**config.mk**
```make
export PLATFORM = sky130hd
export DESIGN_NAME = shoot_ctrl
export DESIGN_NICKNAME = d
export VERILOG_FILES = /design/src/rtl/shoot_ctrl.sv
export SDC_FILE = /design/constraint.sdc
export NUM_CORES = 1
export LEC_CHECK = 0
export BUFFER_PORTS_ARGS = -buffer_cell sky130_fd_sc_hd__buf_4
export CELL_PAD_IN_SITES_DETAIL_PLACEMENT = 0
export CELL_PAD_IN_SITES_GLOBAL_PLACEMENT = 1
export CORE_MARGIN = 4
export CORE_UTILIZATION = 39
export DETAILED_ROUTE_END_ITERATION = 6
export GPL_TIMING_DRIVEN = 0
export HOLD_SLACK_MARGIN = 0.03
export PLACE_DENSITY = 0.82
export SLEW_MARGIN = 20
export SYNTH_ARGS = -nofsm -noshare
export SYNTH_HDL_FRONTEND = slang
export SYNTH_SLANG_ARGS = --single-unit
```
**constraint.sdc**
```tcl
create_clock -name clk_i -period 1.8 [get_ports clk_i]
set_input_delay 0.09 -clock clk_i [delete_from_list [all_inputs] [get_ports clk_i]]
set_output_delay 0.09 -clock clk_i [all_outputs]
set_load 0.05 [all_outputs]
```
**src/rtl/shoot_ctrl.sv**
```systemverilog
// Fire-key to bullet-slot launch controller: synchronises the key and the game tick, enforces a
// cooldown and emits a one-hot shoot strobe with spawn position. Optional: SHOOT_AUTOFIRE_EN.
module shoot_ctrl #(
  parameter int unsigned Slots    = 4,
  parameter int unsigned Cooldown = 8,
  parameter int unsigned KidW     = 12,
  parameter int unsigned BulletW  = 4,
  parameter int unsigned YOff     = 8
) (
  input  logic             clk_i,
  input  logic             rst_i,
  input  logic             update_clk_i,
  input  logic             key_shoot_i,
  input  logic [9:0]       kid_x_i,
  input  logic [9:0]       kid_y_i,
  input  logic             kid_dir_i,
  input  logic [Slots-1:0] slot_busy_i,
  output logic [Slots-1:0] shoot_o,
  output logic [9:0]       spawn_x_o,
  output logic [9:0]       spawn_y_o,
  output logic             spawn_dir_o,
  output logic [7:0]       shot_count_o
);

  localparam int unsigned PtrW = (Slots > 1) ? $clog2(Slots) : 1;
  localparam int unsigned CdW  = (Cooldown > 0) ? $clog2(Cooldown + 1) : 1;

  // ARM has no dwell time: its actions happen on the IDLE tick that leaves for FIRE.
  typedef enum logic [1:0] {StIdle, StFire, StCool} state_e;

  state_e           state_q, state_d;
  logic             key_s1_q, key_s2_q, key_prev_q;
  logic             upd_s1_q, upd_s2_q, upd_prev_q;
  logic             pending_q, pending_d;
  logic [CdW-1:0]   cd_q, cd_d;
  logic [PtrW-1:0]  rr_q, rr_d;
  logic [Slots-1:0] shoot_q, shoot_d;
  logic [9:0]       spawn_x_q, spawn_x_d;
  logic [9:0]       spawn_y_q, spawn_y_d;
  logic             spawn_dir_q, spawn_dir_d;
  logic [7:0]       count_q, count_d;

  logic             press, tick, arm_req;
  logic [PtrW-1:0]  sel;
  int               scan_idx;
  logic [10:0]      right_x;
  logic [9:0]       spawn_x_new;

  assign press = key_s2_q & ~key_prev_q;
  assign tick  = upd_s2_q & ~upd_prev_q;

`ifdef SHOOT_AUTOFIRE_EN
  assign arm_req = key_s2_q;
`else
  assign arm_req = press;
`endif

  // First free slot at or after rr_q (circularly); rr_q itself when all are busy.
  always_comb begin
    sel      = rr_q;
    scan_idx = 0;
    for (int k = int'(Slots) - 1; k >= 0; k--) begin
      scan_idx = int'(rr_q) + k;
      if (scan_idx >= int'(Slots)) begin
        scan_idx = scan_idx - int'(Slots);
      end
      if (!slot_busy_i[scan_idx]) begin
        sel = PtrW'(scan_idx);
      end
    end
  end

  assign right_x = {1'b0, kid_x_i} + 11'(KidW);

  always_comb begin
    spawn_x_new = '0;
    if (kid_dir_i) begin
      spawn_x_new = right_x[10] ? 10'd1023 : right_x[9:0];
    end else if (kid_x_i >= 10'(BulletW)) begin
      spawn_x_new = kid_x_i - 10'(BulletW);
    end
  end

  always_comb begin
    state_d     = state_q;
    pending_d   = pending_q;
    cd_d        = cd_q;
    rr_d        = rr_q;
    shoot_d     = shoot_q;
    spawn_x_d   = spawn_x_q;
    spawn_y_d   = spawn_y_q;
    spawn_dir_d = spawn_dir_q;
    count_d     = count_q;

    if (state_q == StIdle && arm_req) begin
      pending_d = 1'b1;
    end

    if (tick) begin
      unique case (state_q)
        StIdle: begin
          if (pending_q) begin
            pending_d   = 1'b0;
            shoot_d     = Slots'(1) << sel;
            spawn_x_d   = spawn_x_new;
            spawn_y_d   = kid_y_i + 10'(YOff);
            spawn_dir_d = kid_dir_i;
            count_d     = count_q + 8'd1;
            rr_d        = (sel == PtrW'(Slots - 1)) ? '0 : sel + PtrW'(1);
            state_d     = StFire;
          end
        end
        StFire: begin
          shoot_d = '0;
          if (Cooldown == 0) begin
            cd_d    = '0;
            state_d = StIdle;
          end else begin
            cd_d    = CdW'(Cooldown);
            state_d = StCool;
          end
        end
        StCool: begin
          // The tick that drains the counter also returns to IDLE: COOLDOWN ticks in COOL.
          if (cd_q <= CdW'(1)) begin
            cd_d    = '0;
            state_d = StIdle;
          end else begin
            cd_d = cd_q - CdW'(1);
          end
        end
        default: state_d = StIdle;
      endcase
    end
  end

  always_ff @(posedge clk_i) begin
    if (rst_i) begin
      key_s1_q    <= 1'b0;
      key_s2_q    <= 1'b0;
      key_prev_q  <= 1'b0;
      upd_s1_q    <= 1'b0;
      upd_s2_q    <= 1'b0;
      upd_prev_q  <= 1'b0;
      state_q     <= StIdle;
      pending_q   <= 1'b0;
      cd_q        <= '0;
      rr_q        <= '0;
      shoot_q     <= '0;
      spawn_x_q   <= '0;
      spawn_y_q   <= '0;
      spawn_dir_q <= 1'b1;
      count_q     <= '0;
    end else begin
      key_s1_q    <= key_shoot_i;
      key_s2_q    <= key_s1_q;
      key_prev_q  <= key_s2_q;
      upd_s1_q    <= update_clk_i;
      upd_s2_q    <= upd_s1_q;
      upd_prev_q  <= upd_s2_q;
      state_q     <= state_d;
      pending_q   <= pending_d;
      cd_q        <= cd_d;
      rr_q        <= rr_d;
      shoot_q     <= shoot_d;
      spawn_x_q   <= spawn_x_d;
      spawn_y_q   <= spawn_y_d;
      spawn_dir_q <= spawn_dir_d;
      count_q     <= count_d;
    end
  end

  assign shoot_o      = shoot_q;
  assign spawn_x_o    = spawn_x_q;
  assign spawn_y_o    = spawn_y_q;
  assign spawn_dir_o  = spawn_dir_q;
  assign shot_count_o = count_q;

endmodule

```
# Word-level counts from Yosys, hierarchy flattened
# Index checks and enable logic that the tools add are counted.
# word_totals
ff_bits,48
inputBits,29
out_inout_bits,33
elab_cells,91
# classes
n_lt_le_gt_ge,10
bitwise,4
n_mux,35
addsub,13
reduce_logical,8
n_eq_ne,5
n_shift,1
# op_table
op,n
"< comparator 32 x 4 -> 1 bit, second input constant",4
two-way mux 32 bit,4
two-way mux 10 bit,3
case mux 4 bit (2 select lines),2
two-way mux 2 bit,7
two-way mux 1 bit,12
"subtractor 3 x 3 -> 4 bit, second input constant",3
"adder 10 x 4 -> 11 bit, second input constant",1
"adder 10 x 4 -> 10 bit, second input constant",1
">= comparator 10 x 3 -> 1 bit, second input constant",1
"subtractor 10 x 3 -> 10 bit, second input constant",1
">= comparator 3 bit, second input constant",3
AND reduction 3 bit,3
"adder 8 x 1 -> 8 bit, second input constant",1
binary-select mux 1 bit (select 2 bit),4
two-way mux 4 bit,2
"adder 2 x 2 -> 3 bit, second input constant",2
case mux 2 bit (3 select lines),1
"equality test 2 bit, second input constant",2
"<= comparator 4 x 1 -> 1 bit, second input constant",1
"!= test 2 bit, second input constant",2
nonzero test 2 bit,2
"<< shifter 1 x 2 -> 4 bit, first input constant",1
"subtractor 2 x 3 -> 4 bit, second input constant",1
10 further kinds,12

# Longest topological paths before layout
# logic_depth
ltp_word,13
mapped_depth,8
mapped_depth_nobuf,8

# Worst setup path before layout
# Ideal clock, no wire load.
# synth_path
path_type,reg-to-reg
startpoint,register state_q[0]
endpoint,"register count_q[5], in the netlist shot_count_o[5]"
n_path_buf,1
stages_incl_launch_ff,9
required_ps,1683
slack_ps,156
period_less_slack_ps,1644
setup_ps,117
t_arrival_ps,1527
path_cell_list,dfxtp_1 inv_1 ha_1 and4b_1 buf_4 and4_1 nand3_1 xor2_1 nor2_1
# synth_between
elab_chain_cells,2
# synth_lines
item,line,text
"start, declared",31,"state_e state_q, state_d;"
"start signal, assigned",145,state_q <= StIdle;
"start signal, assigned",161,state_q <= state_d;
zero test 2 bit,100,unique case (state_q)
AND reduction 3 bit (no line),n/a,
"end signal, assigned",169,count_q <= count_d;
"end, declared",41,"logic [7:0] count_q, count_d;"
# No other way between the ends.
# A chain may end at the register's enable or synchronous reset.

# Worst setup path after layout
# layout_path
startpoint,register state_q[0]
endpoint,"register spawn_y_q[5], in the netlist spawn_y_o[5]"
# layout_between
elab_chain_cells,2
# layout_lines
item,line,text
zero test 2 bit,100,
AND reduction 3 bit (no line),n/a,
"end signal, assigned",167,spawn_y_q <= spawn_y_d;
"end, declared",39,"logic [9:0] spawn_y_q, spawn_y_d;"
# No other way between the ends.

==> summary.md <==
| Metric | Value |
|---|---|
| Status | `finished, final reports clean` |
| Final wirelength | `5770 µm` |
| Io pins | `62` |
| GRT Util Overall | `15.7%` |
| Sw Ratio | `23.5%` |
| DRC Markers | `0` |
| Worst reg2reg path endpoint | `spawn_y_o[5]$_SDFFE_PP0P_` |
| Slew headroom | `59.8%` |
| FFs w/ async S/R, synth | `0%` |
| Setup violators final | `0` |
| TritonCTS clock tree | `built` |
| Slew @ Worst Pin | `0.603 ns` |
| Fillers | `580` |
| Peak VDD IR | `417 µV` |
| Fin. Hold Viols | `0` |
| Fin Hold WS | `0.0412 ns` |
| Critical path's slowest cell | `dfxtp_1` |
| CP Cell Sequence | `inv_2, ha_4, and4b_1, buf_4, buf_4, buf_4, a211oi_1` |
| Die area | `7740 µm²` |
| Worst hold stages | `3` |
| Number of global-route vias before repair | `2062` |
| Most frequent cells in the layout | `buf_4 (61), dfxtp_1 (47), nor2_1 (33), nand2_1 (29), a21oi_1 (19)` |
| Die X | `88.0 µm` |
| CP Data Required Time | `2.01 ns` |
| Power share of the clock group | `35.9%` |
| Mapped cell area | `2490 µm²` |
| Nets | `403` |
| Worst path max stage delay | `0.41 ns` |
| Vias | `2184` |
| R2R Setup Slk | `0.09 ns` |
| HPWL after DPL | `4410 µm` |
| Iteration count of the initial detailed-routing pass | `4` |
| Worst Reg-to-Reg Cells | `7` |
| Layout overhead on the synthesized area | `29.5%` |
| Max FO, Critical Path | `10` |
| Clock Sinks | `48` |
| CP Class | `flip-flop to flip-flop` |
| Starting density of the core | `41.1%` |
| DIE HEIGHT | `88.0 µm` |
| Clock buffer depth | `2` |
| CP Launch Type | `flip-flop` |
| Comb power frac | `12.1%` |
| Vias per inst | `5.03` |
| Clock slew at the register clock pins of the worst setup and hold paths | `0.09 ns` |
| First-pass GRT wire length | `9610 µm` |
| YS warnings | `0` |
| Commonest non-fill, non-tap cell in the layout | `buf_4` |
| Max-cap viol count | `0` |
| CTS Buf Count | `5` |
| Fmax | `584 MHz` |
| P_sw | `0.488 mW` |
| Starting DRT DRC Count | `95` |
| Clock latency on the worst-skew pair | `0.29 ns` |
| Initial antenna violation count | `0` |
| WP data arrival | `1.92 ns` |
| Post-synthesis instance total | `288` |
| Post-layout minimum cycle time | `1.71 ns` |
| Avg Cell Area, Syn | `8.66 µm²` |
| ANT nets after route | `0` |
| Layout Skew | `0.00452 ns` |
| GP Congestion | `0.777` |
| H-Tree Depth | `2` |
| RSZ-0062 raised after global routing | `false` |
| # port buffers | `57` |
| Internal power component | `1.59 mW` |
| Crit path top cell by count | `buf_4` |
| Tcrit/Tclk final | `95.1%` |
| Seq/Total Area, Yosys | `38.5%` |
| Hold endpoint | `spawn_y_o[1]$_SDFFE_PP0P_` |
| Crit path capture type | `flip-flop` |
| Hold Path Class | `input port to flip-flop` |
| Post-synth EDFFs | `0` |
| Yosys reg bits | `48` |
| Static Leak | `1.30 nW` |
| Main flop type after synthesis | `dfxtp_1` |
| Layout cells sized above 1 | `25.3%` |
| Netlist cell types | `55` |
| Power per cell area | `643 nW/µm²` |
| Grt ovf | `0` |
| Pwr Total | `2.08 mW` |
| Site row count | `28` |
| Reg2reg start | `state_q[0]$_SDFFE_PP0P_` |
| Pin count of the biggest net entering global routing | `14` |
| Number of inserted diodes | `0` |
| Register share of total power | `52.0%` |
| Placeable Area | `6060 µm²` |
| Detailed-route wire length per cell | `13.3 µm` |
| Final Max Tran Viols | `0` |
| Master cell of the clock root buffer | `clkbuf_8` |
| Net Count, Synth | `331` |
| Hold Startpoint | `kid_y_i[1]` |
==> stage by stage <==
step                      util [%]  worst slack, ns  TNS (ns)  area [µm²]  std cells
after global routing          53.3          0.00935         0        3230        434
after floorplan                  -            0.156         0        2490        288
after global placement        49.8          -0.0486    -0.414        3020        420
after detailed placement      49.8           -0.108    -0.696        3020        420
final                         53.3           0.0881         0        3230        434
after CTS                     52.8           0.0485         0        3200        434
==> cells in the mapped netlist (2+ instances only) <==
| cell type | n | area share [%] |
|---|---|---|
| a211oi_1 | 10 | 3.0 |
| a21oi_1 | 19 | 3.8 |
| a31oi_1 | 7 | 1.8 |
| and3_1 | 3 | 0.75 |
| buf_2 | 7 | 1.4 |
| buf_4 | 2 | 0.60 |
| clkbuf_1 | 4 | 0.60 |
| dfxtp_1 | 48 | 39 |
| ha_1 | 14 | 7.0 |
| inv_1 | 11 | 1.7 |
| mux2i_1 | 2 | 0.80 |
| nand2_1 | 29 | 4.4 |
| nand2b_1 | 5 | 1.3 |
| nand3_1 | 7 | 1.4 |
| nand3b_1 | 4 | 1.2 |
| nand4_1 | 2 | 0.50 |
| nor2_1 | 33 | 5.0 |
| nor2b_1 | 9 | 2.3 |
| nor3_1 | 7 | 1.4 |
| nor3_2 | 2 | 0.80 |
| nor3b_1 | 3 | 0.90 |
| nor4_1 | 3 | 0.75 |
| o211ai_1 | 2 | 0.60 |
| o21a_1 | 2 | 0.60 |
| o21ai_0 | 6 | 1.2 |
| xnor2_1 | 10 | 3.5 |
| xor2_1 | 9 | 3.2 |
==> what timing repair did <==
| item | in CTS | in global routing |
|---|---|---|
| setup buffers | 0 | 0 |
| endpoints found under the setup margin | 11 | 20 |
| cloned | 0 | 0 |
| hold buffers | 8 | 0 |
| hold endpoints to repair | 9 | 0 |
| gates resized for setup | 3 | 6 |
==> power by group through the flow <==
stage | Combinational [mW] | Sequential, mW | Clock (mW)
after floorplan | 0.125 | 1.12 | 0
after global placement | 0.237 | 1.11 | 0
after detailed placement | 0.238 | 1.11 | 0
after CTS | 0.253 | 1.08 | 0.769
after global routing | 0.278 | 1.08 | 0.804
final | 0.252 | 1.08 | 0.745
==> how the worst max path moves through the flow <==
stage / depth (start not counted) / startpoint / slack, ns / end
after CTS: 7 / state_q[0]$_SDFFE_PP0P_ / 0.05 / spawn_y_o[5]$_SDFFE_PP0P_
after global routing: 6 / state_q[0]$_SDFFE_PP0P_ / 0.009 / cd_q[3]$_SDFFE_PP0P_
after global placement: 8 / state_q[1]$_SDFFE_PP0P_ / -0.05 / spawn_y_o[0]$_SDFFE_PP0P_
final: 7 / state_q[0]$_SDFFE_PP0P_ / 0.09 / spawn_y_o[5]$_SDFFE_PP0P_
after detailed placement: 8 / state_q[0]$_SDFFE_PP0P_ / -0.11 / spawn_y_o[1]$_SDFFE_PP0P_
after floorplan: 8 / state_q[0]$_SDFFE_PP0P_ / 0.16 / shot_count_o[5]$_SDFFE_PP0P_
==> cells by family after synthesis <==
family                     after synthesis  synth area share, %
AOI/OAI and AO/OA                       60                 16.1
xor gates and xnor gates                19                 6.67
adders and majority gates               14                 7.02
buffers and inverters                   26                 5.52
DFF                                     48                 38.5
muxes                                    2                0.803
and+or+nand+nor                        119                 25.3
==> registers in the layout, indices dropped and copies added (netlist names), 2 cells and up <==
signal	count
cd_q	4
rr_q	2
shoot_o	4
shot_count_o	8
spawn_x_o	10
spawn_y_o	10
state_q	2
==> cell type report <==
type | count | area, µm² | share of cell area (%)
buffer | 15 | 101 | 3.14
clock buffer | 5 | 68.8 | 2.13
clock inverter | 1 | 30.0 | 0.930
inverter | 11 | 41.3 | 1.28
multi-input combinational | 214 | 1420 | 44.1
sequential | 48 | 962 | 29.8
tap | 75 | 93.8 | 2.91
timing repair buffer | 65 | 508 | 15.7
==> layer usage <==
metal | vias up | wire length, µm | part of all wire (%) | global-route usage, %
met5 | - | 0 | 0 | 0
met3 | 5 | 352 | 6.1 | 4.33
met4 | 0 | 59 | 1.0 | 3.77
met2 | 43 | 2720 | 47 | 26.0
met1 | 991 | 2640 | 46 | 20.2
li1 | 1145 | - | - | -
==> critical path: cells and delay by family (launching register included) <==
kind                       cells  cell delay, ns
AOI/OAI and AO/OA              1            0.23
and+or+nand+nor                1            0.20
buffers and inverters          4            0.60
adders and majority gates      1            0.19
DFF                            1            0.41
Note: power is estimated with default switching activity, not from simulation.
